--- config.mk ---
export PLATFORM = sky130hd
export DESIGN_NAME = vm_change_dispenser_flat
export DESIGN_NICKNAME = d
export VERILOG_FILES = /design/src/rtl/vm_change_pkg.sv /design/src/rtl/vm_change_dispenser_if.sv /design/src/rtl/vm_pulse_timer.sv /design/src/rtl/vm_change_dispenser.sv /design/src/flat_wrapper.sv
export SDC_FILE = /design/constraint.sdc
export NUM_CORES = 1
export LEC_CHECK = 0
export CAP_MARGIN = 20
export CELL_PAD_IN_SITES_DETAIL_PLACEMENT = 1
export CELL_PAD_IN_SITES_GLOBAL_PLACEMENT = 2
export CORE_ASPECT_RATIO = 1.2
export CORE_MARGIN = 1.5
export CORE_UTILIZATION = 29
export DETAILED_ROUTE_END_ITERATION = 16
export PLACE_DENSITY = 0.93
export RECOVER_POWER = 50
export SLEW_MARGIN = 15
export SYNTH_ARGS = -nofsm -noshare
export SYNTH_HDL_FRONTEND = slang
export SYNTH_SLANG_ARGS = --single-unit
--- constraint.sdc ---
create_clock -name clk -period 5.75 [get_ports clk]
set_input_delay 1.15 -clock clk [delete_from_list [all_inputs] [get_ports clk]]
set_output_delay 1.15 -clock clk [all_outputs]
set_load 0.05 [all_outputs]
--- src/rtl/vm_change_pkg.sv ---
// Shared types for the change dispenser: FSM states, coin selection and fault bit positions.
package vm_change_pkg;

    typedef enum logic [2:0] {
        IDLE     = 3'd0,
        SELECT   = 3'd1,
        PULSE    = 3'd2,
        WAIT_ACK = 3'd3,
        DONE     = 3'd4
    } state_t;

    typedef enum logic {
        COIN_SMALL = 1'b0,
        COIN_BIG   = 1'b1
    } coin_t;

    localparam int FAULT_BIG   = 1;
    localparam int FAULT_SMALL = 0;

endpackage

--- src/rtl/vm_change_dispenser_if.sv ---
// Bundle between the vending FSM / hopper hardware (master) and the change dispenser (slave).
interface vm_change_dispenser_if #(
    parameter int VAL_W = 8
);
    // Request handshake: a request transfers on a clock edge where req_valid and req_ready are
    // both high; req_ready is high only while idle and nothing is queued; completion is the
    // one-cycle done strobe with shortfall valid in that cycle.
    logic                   req_valid;
    logic [VAL_W-1:0]       req_value;
    logic                   req_ready;
    logic                   big_pulse;
    logic                   big_ack;
    logic                   big_empty;
    logic                   small_pulse;
    logic                   small_ack;
    logic                   small_empty;
    logic                   busy;
    logic                   done;
    logic [VAL_W-1:0]       shortfall;
    logic [1:0]             fault;
    logic [15:0]            big_count;
    logic [15:0]            small_count;
    vm_change_pkg::state_t  dbg_state;

    modport master (
        output req_valid, req_value, big_ack, big_empty, small_ack, small_empty,
        input  req_ready, big_pulse, small_pulse, busy, done, shortfall, fault,
               big_count, small_count, dbg_state
    );

    modport slave (
        input  req_valid, req_value, big_ack, big_empty, small_ack, small_empty,
        output req_ready, big_pulse, small_pulse, busy, done, shortfall, fault,
               big_count, small_count, dbg_state
    );

endinterface

--- src/rtl/vm_pulse_timer.sv ---
// Shared cycle counter: measures the eject pulse length and the ack timeout after a start.
module vm_pulse_timer #(
    parameter int PULSE_CYC   = 4,
    parameter int TIMEOUT_CYC = 1000,
    parameter int CNT_W       = 10
) (
    input  logic clk,
    input  logic rst,
    input  logic start,
    output logic pulse_active,
    output logic expired
);

    logic [CNT_W-1:0] cnt_q;
    logic [CNT_W-1:0] cnt_d;

    // Saturates so a long stall never wraps back into the pulse window.
    always_comb begin
        cnt_d = cnt_q;
        if (start) begin
            cnt_d = '0;
        end else if (cnt_q != {CNT_W{1'b1}}) begin
            cnt_d = cnt_q + CNT_W'(1);
        end
    end

    always_ff @(posedge clk) begin
        if (rst) begin
            cnt_q <= '0;
        end else begin
            cnt_q <= cnt_d;
        end
    end

    // pulse_active is low in the last pulse cycle; expired is high in the last wait cycle.
    assign pulse_active = (cnt_q < CNT_W'(PULSE_CYC - 1));
    assign expired      = (cnt_q >= CNT_W'(TIMEOUT_CYC - 1));

endmodule

--- src/rtl/vm_change_dispenser.sv ---
// Greedy two-hopper change payout with per-coin pulse/ack, timeout and sticky faults.
// Define VM_CHANGE_STATS_EN to enable the per-hopper paid-coin counters.
module vm_change_dispenser
    import vm_change_pkg::*;
#(
    parameter int VAL_W       = 8,
    parameter int BIG_VAL     = 5,
    parameter int SMALL_VAL   = 1,
    parameter int PULSE_CYC   = 4,
    parameter int TIMEOUT_CYC = 1000
) (
    input logic                  clk,
    input logic                  rst,
    vm_change_dispenser_if.slave bus
);

    localparam int MAX_CYC = (PULSE_CYC > TIMEOUT_CYC) ? PULSE_CYC : TIMEOUT_CYC;
    localparam int CNT_W   = $clog2(MAX_CYC + 1);
    localparam logic [VAL_W-1:0] BIG_V   = VAL_W'(BIG_VAL);
    localparam logic [VAL_W-1:0] SMALL_V = VAL_W'(SMALL_VAL);

    state_t           state_q;
    coin_t            sel_q;
    logic [VAL_W-1:0] rem_q;
    logic [VAL_W-1:0] shortfall_q;
    logic [1:0]       fault_q;
    logic             req_ready_q;
    logic             busy_q;
    logic             done_q;
    logic             big_pulse_q;
    logic             small_pulse_q;
    logic             ack_seen_q;

    logic             big_usable;
    logic             small_usable;
    logic             sel_ack;
    logic             last_pulse;
    logic             timer_start;
    logic             coin_paid;
    logic             pulse_active;
    logic             expired;
    logic [VAL_W-1:0] coin_val;

    always_comb begin
        big_usable   = !bus.big_empty && !fault_q[FAULT_BIG];
        small_usable = !bus.small_empty && !fault_q[FAULT_SMALL];
        sel_ack      = (sel_q == COIN_BIG) ? bus.big_ack : bus.small_ack;
        coin_val     = (sel_q == COIN_BIG) ? BIG_V : SMALL_V;
        last_pulse   = (state_q == PULSE) && !pulse_active;
        timer_start  = (state_q == SELECT) || last_pulse;
        // An ack captured during the pulse pays the coin at pulse end and skips WAIT_ACK.
        coin_paid    = (last_pulse && (ack_seen_q || sel_ack)) ||
                       ((state_q == WAIT_ACK) && sel_ack);
    end

    vm_pulse_timer #(
        .PULSE_CYC  (PULSE_CYC),
        .TIMEOUT_CYC(TIMEOUT_CYC),
        .CNT_W      (CNT_W)
    ) u_timer (
        .clk         (clk),
        .rst         (rst),
        .start       (timer_start),
        .pulse_active(pulse_active),
        .expired     (expired)
    );

    always_ff @(posedge clk) begin
        if (rst) begin
            state_q       <= IDLE;
            sel_q         <= COIN_SMALL;
            rem_q         <= '0;
            shortfall_q   <= '0;
            fault_q       <= '0;
            req_ready_q   <= 1'b1;
            busy_q        <= 1'b0;
            done_q        <= 1'b0;
            big_pulse_q   <= 1'b0;
            small_pulse_q <= 1'b0;
            ack_seen_q    <= 1'b0;
        end else begin
            done_q <= 1'b0;
            case (state_q)
                IDLE: begin
                    if (bus.req_valid && req_ready_q) begin
                        rem_q       <= bus.req_value;
                        shortfall_q <= '0;
                        req_ready_q <= 1'b0;
                        busy_q      <= 1'b1;
                        state_q     <= SELECT;
                    end
                end
                SELECT: begin
                    ack_seen_q <= 1'b0;
                    if (rem_q != '0 && rem_q >= BIG_V && big_usable) begin
                        sel_q       <= COIN_BIG;
                        big_pulse_q <= 1'b1;
                        state_q     <= PULSE;
                    end else if (rem_q != '0 && rem_q >= SMALL_V && small_usable) begin
                        sel_q         <= COIN_SMALL;
                        small_pulse_q <= 1'b1;
                        state_q       <= PULSE;
                    end else begin
                        done_q      <= 1'b1;
                        shortfall_q <= rem_q;
                        state_q     <= DONE;
                    end
                end
                PULSE: begin
                    if (sel_ack) begin
                        ack_seen_q <= 1'b1;
                    end
                    if (last_pulse) begin
                        big_pulse_q   <= 1'b0;
                        small_pulse_q <= 1'b0;
                        if (coin_paid) begin
                            rem_q   <= rem_q - coin_val;
                            state_q <= SELECT;
                        end else begin
                            state_q <= WAIT_ACK;
                        end
                    end
                end
                WAIT_ACK: begin
                    if (coin_paid) begin
                        rem_q   <= rem_q - coin_val;
                        state_q <= SELECT;
                    end else if (expired) begin
                        if (sel_q == COIN_BIG) begin
                            fault_q[FAULT_BIG] <= 1'b1;
                        end else begin
                            fault_q[FAULT_SMALL] <= 1'b1;
                        end
                        state_q <= SELECT;
                    end
                end
                DONE: begin
                    req_ready_q <= 1'b1;
                    busy_q      <= 1'b0;
                    state_q     <= IDLE;
                end
                default: begin
                    state_q <= IDLE;
                end
            endcase
        end
    end

`ifdef VM_CHANGE_STATS_EN
    logic [15:0] big_count_q;
    logic [15:0] big_count_d;
    logic [15:0] small_count_q;
    logic [15:0] small_count_d;

    always_comb begin
        big_count_d   = big_count_q;
        small_count_d = small_count_q;
        if (coin_paid) begin
            if (sel_q == COIN_BIG) begin
                if (big_count_q != 16'hFFFF) big_count_d = big_count_q + 16'd1;
            end else begin
                if (small_count_q != 16'hFFFF) small_count_d = small_count_q + 16'd1;
            end
        end
    end

    always_ff @(posedge clk) begin
        if (rst) begin
            big_count_q   <= '0;
            small_count_q <= '0;
        end else begin
            big_count_q   <= big_count_d;
            small_count_q <= small_count_d;
        end
    end

    assign bus.big_count   = big_count_q;
    assign bus.small_count = small_count_q;
`else
    assign bus.big_count   = '0;
    assign bus.small_count = '0;
`endif

    assign bus.req_ready   = req_ready_q;
    assign bus.busy        = busy_q;
    assign bus.done        = done_q;
    assign bus.shortfall   = shortfall_q;
    assign bus.fault       = fault_q;
    assign bus.big_pulse   = big_pulse_q;
    assign bus.small_pulse = small_pulse_q;
    assign bus.dbg_state   = state_q;

endmodule

--- src/flat_wrapper.sv ---
// flat-port wrapper written by rule: the top's interface ports become plain ports
module vm_change_dispenser_flat import vm_change_pkg::*;
#(
    parameter int VAL_W       = 8,
    parameter int BIG_VAL     = 5,
    parameter int SMALL_VAL   = 1,
    parameter int PULSE_CYC   = 4,
    parameter int TIMEOUT_CYC = 1000
)
  (clk, rst, bus_req_valid, bus_req_value, bus_big_ack, bus_big_empty, bus_small_ack, bus_small_empty, bus_req_ready, bus_big_pulse, bus_small_pulse, bus_busy, bus_done, bus_shortfall, bus_fault, bus_big_count, bus_small_count, bus_dbg_state);
  vm_change_dispenser_if #(.VAL_W(VAL_W)) bus_i ();
  input logic clk;
  input logic rst;
  input wire logic [$bits(bus_i.req_valid)-1:0] bus_req_valid;
  input wire logic [$bits(bus_i.req_value)-1:0] bus_req_value;
  input wire logic [$bits(bus_i.big_ack)-1:0] bus_big_ack;
  input wire logic [$bits(bus_i.big_empty)-1:0] bus_big_empty;
  input wire logic [$bits(bus_i.small_ack)-1:0] bus_small_ack;
  input wire logic [$bits(bus_i.small_empty)-1:0] bus_small_empty;
  output wire logic [$bits(bus_i.req_ready)-1:0] bus_req_ready;
  output wire logic [$bits(bus_i.big_pulse)-1:0] bus_big_pulse;
  output wire logic [$bits(bus_i.small_pulse)-1:0] bus_small_pulse;
  output wire logic [$bits(bus_i.busy)-1:0] bus_busy;
  output wire logic [$bits(bus_i.done)-1:0] bus_done;
  output wire logic [$bits(bus_i.shortfall)-1:0] bus_shortfall;
  output wire logic [$bits(bus_i.fault)-1:0] bus_fault;
  output wire logic [$bits(bus_i.big_count)-1:0] bus_big_count;
  output wire logic [$bits(bus_i.small_count)-1:0] bus_small_count;
  output wire logic [$bits(bus_i.dbg_state)-1:0] bus_dbg_state;
  assign bus_i.req_valid = bus_req_valid;
  assign bus_i.req_value = bus_req_value;
  assign bus_i.big_ack = bus_big_ack;
  assign bus_i.big_empty = bus_big_empty;
  assign bus_i.small_ack = bus_small_ack;
  assign bus_i.small_empty = bus_small_empty;
  assign bus_req_ready = bus_i.req_ready;
  assign bus_big_pulse = bus_i.big_pulse;
  assign bus_small_pulse = bus_i.small_pulse;
  assign bus_busy = bus_i.busy;
  assign bus_done = bus_i.done;
  assign bus_shortfall = bus_i.shortfall;
  assign bus_fault = bus_i.fault;
  assign bus_big_count = bus_i.big_count;
  assign bus_small_count = bus_i.small_count;
  assign bus_dbg_state = bus_i.dbg_state;
  vm_change_dispenser #(.VAL_W(VAL_W), .BIG_VAL(BIG_VAL), .SMALL_VAL(SMALL_VAL), .PULSE_CYC(PULSE_CYC), .TIMEOUT_CYC(TIMEOUT_CYC)) u_core (.clk(clk), .rst(rst), .bus(bus_i));
endmodule
==> flow_metrics.tcl <==
set metrics [dict create \
    p_int_uw 423.7 \
    drive_above_1_share 0.04452 \
    fillerInstances 882 \
    core_area_mm2 0.007274 \
    die_h_um 98.05 \
    synth_area_leaders "dfxtp_1, buf_4, nor2_1, nand2b_1, o32ai_1" \
    tns_ps 0 \
    max_stage_delay_ps 980 \
    insertion_delay_ps 290 \
    finalWirelength_um 5232 \
    postPlaceCellArea_mm2 0.002450 \
    fin_skew_ps 8.661 \
    first_global_vias 1864 \
    worst_pin_slew_ps 720.1 \
    critical_path_class "in2reg" \
    pin_count 65 \
    max_clock_freq_mhz 314.9 \
    crit_end "u_core.u_timer.cnt_q[6]" \
    fp.dieArea_mm2 0.008061 \
    switching_power_uw 251.5 \
    grt_usage 0.1370 \
    r2r_cells 7 \
    cts_buffers 5 \
    ctsLongestPathBuffers 2 \
    ir_worst_vdd_mv 0.1015 \
    swShare 0.3725 \
    n_antenna_cell 0 \
    syn_to_final_growth_pct 16.27 \
    grt_setup_unrepaired "false" \
    maxSlewHeadroom 0.5199 \
    timing.final.crit_share 0.5523 \
    setup_ws_ps 2574 \
    drc 0 \
    final_cell_mix "dfxtp_1, nor2_1, conb_1" \
    p_per_area_mw_per_mm2 266.0 \
    cp_max_fo 20 \
    fin_nets 311 \
    p_leak_nw 0.9465 \
    cts_tree "yes" \
    cp-end-kind "register" \
    ys_seq_area_frac 0.3484 \
    vias 1884 \
    outcome "complete, no violations" \
    grt_overflow_total 0 \
    worstPathArrival_ps 3330 \
    final_hold_viol_count 0 \
    timing.rr.end "u_core.bus.shortfall[2]" \
    yosys_register_bits 38 \
    cts.reportedPaths.clkPinSlew_ps 70 \
    cp_slowest_cell "dlygate4sd3_1" \
    vias_per_cell 4.932 \
    rrSetupSlack_ps 3290 \
    netlist_area_mm2 0.002183 \
    final.min_clock_period_ps 3176 \
    die_x_um 82.21 \
    max_cap_violations 0 \
    dr.pass1.iters 4 \
    antenna_found_initial 0 \
    worstSetupStartpoint "rst" \
    hold_buffers 0 \
    syn_inst 265 \
    htreeDepth 2 \
    drtIter0Drc 62 \
    holdWs_ps 472.9 \
    gp_congestion 0.8142 \
    finalSetupViolCount 0 \
    synth_edf_count 0 \
    dpl.hpwl_um 4070 \
    required_ps 5910 \
    drv_slew 0 \
    seqPwrFrac 0.436 \
    rows 34 \
    p_clk_frac 0.267 \
    wl_per_cell_um 13.70 \
    synthFlopType "dfxtp_1" \
    post-place-ws_ps 2406 \
    min_path_type "reg2reg" \
    synth_area_per_cell_um2 8.239 \
    postCtsSetupBuffers 0 \
    yosys_warnings 0 \
    grt_pass1_wl_um 8707 \
    clkSinkCount 38 \
    crit_chain "dlygate4sd3_1 > clkbuf_1 > nand3b_1 > nor3_1" \
    ant_nets 0 \
    final_common_cell "dfxtp_1" \
    yosysUniqueCellTypes 46 \
    yosysTopAreaCell "dfxtp_1" \
    root_buffer "clkbuf_8" \
    fin_area_mm2 0.002539 \
    synth_top_area_frac 0.3484 \
    hp-start "u_core.bus.shortfall[2]" \
    start_kind "primary input" \
    combinationalPowerShare 0.297 \
    io_buffers 32 \
    r2r-start "u_core.rem_q[0]" \
    cts_resized 0 \
    start_util 0.3001 \
    grt_max_degree 21 \
    synthArstFlopShare 0 \
]
[cells in the mapped netlist (2+ instances only)]
library cell and number:
mux2i_1 4, xnor2_1 2, nor2_1 32, o21ai_0 6
a22oi_1 4, o221ai_1 2, nand3_1 7, nor3_1 14
nor4_1 4, ha_1 5, nand2b_1 14, nand2_1 9
a21oi_1 17, a211oi_1 5, nand3b_1 2, nand4_1 2
and2_1 2, o32ai_1 10, o32ai_2 2, inv_1 12
dfxtp_1 38, buf_4 32, and4_1 2, xor2_1 2
nor2b_1 2, or3_1 3, clkbuf_1 12
[final cells by class]
class,instances,area (um2),area share
Clock buffer,6,72.57,0.02859
Clock inverter,2,13.76,0.005421
Inverter,12,45.04,0.01774
Multi-Input combinational cell,201,1210,0.4766
Sequential cell,38,760.7,0.2997
Tap cell,90,112.6,0.04436
Timing Repair Buffer,33,324.1,0.1276
[worst max-delay path: cells and delay by family]
kind          cells  cell delay [ps]
buf+inv           2             1600
simple gates      2              570
[per-layer routing]
metal / up-vias / share of wire / track usage
met5: - / 0 / 0
met3: 6 / 0.034 / 0.03084
met4: 0 / 0.0078 / 0.02347
li1: 931 / - / -
met1: 911 / 0.42 / 0.1594
met2: 36 / 0.53 / 0.2508
[cell families (layout without fill, tap and decap cells)]
group	count (synthesis)	after routing	synth area share
mux	5	5	0.02350
compound gates	58	58	0.2012
buf+inv	57	53	0.1536
fa+ha+maj	5	5	0.02865
other cells	1	32	0.001718
simple gates	97	97	0.2269
xor+xnor	4	4	0.01605
flops	38	38	0.3484
[worst min-delay path by stage]
stage,end,slack (ps),depth (start not counted)
final,u_core.bus.shortfall[2],470,2
after global routing,u_core.bus.shortfall[7],500,2
after CTS,u_core.bus.shortfall[2],480,2
after detailed placement,u_core.bus.shortfall[2],470,2
after global placement,u_core.bus.shortfall[2],460,2
after floorplan,u_core.bus.shortfall[6],470,1
[flip-flops by register name, summed over array words and instances (netlist names)]
register                count
u_core.ack_seen_q           1
u_core.bus.shortfall        8
u_core.u_timer.cnt_q       10
u_core.bus.done             1
u_core.bus.fault            2
u_core.bus.dbg_state        3
u_core.sel_q                1
u_core.bus.req_ready        1
u_core.rem_q                8
u_core.bus.busy             1
u_core.bus.big_pulse        1
u_core.bus.small_pulse      1
[power groups by stage]
| stage | Sequential, mW | Clock (mW) | Combinational, mW |
|---|---|---|---|
| after floorplan | 0.310 | 0 | 0.161 |
| after global placement | 0.300 | 0 | 0.198 |
| after detailed placement | 0.300 | 0 | 0.203 |
| after CTS | 0.294 | 0.186 | 0.204 |
| after global routing | 0.297 | 0.197 | 0.218 |
| final | 0.294 | 0.180 | 0.201 |
[metrics by stage]
stage | power [mW] | util | cells
global placement | 0.4981 | 0.3368 | 374
detailed placement | 0.5030 | 0.3368 | 374
finish | 0.6752 | 0.3490 | 382
floorplan | 0.4709 | - | 296
CTS | 0.6840 | 0.3486 | 382
global route | 0.7123 | 0.3490 | 382
(Power assumes the default switching activity.)
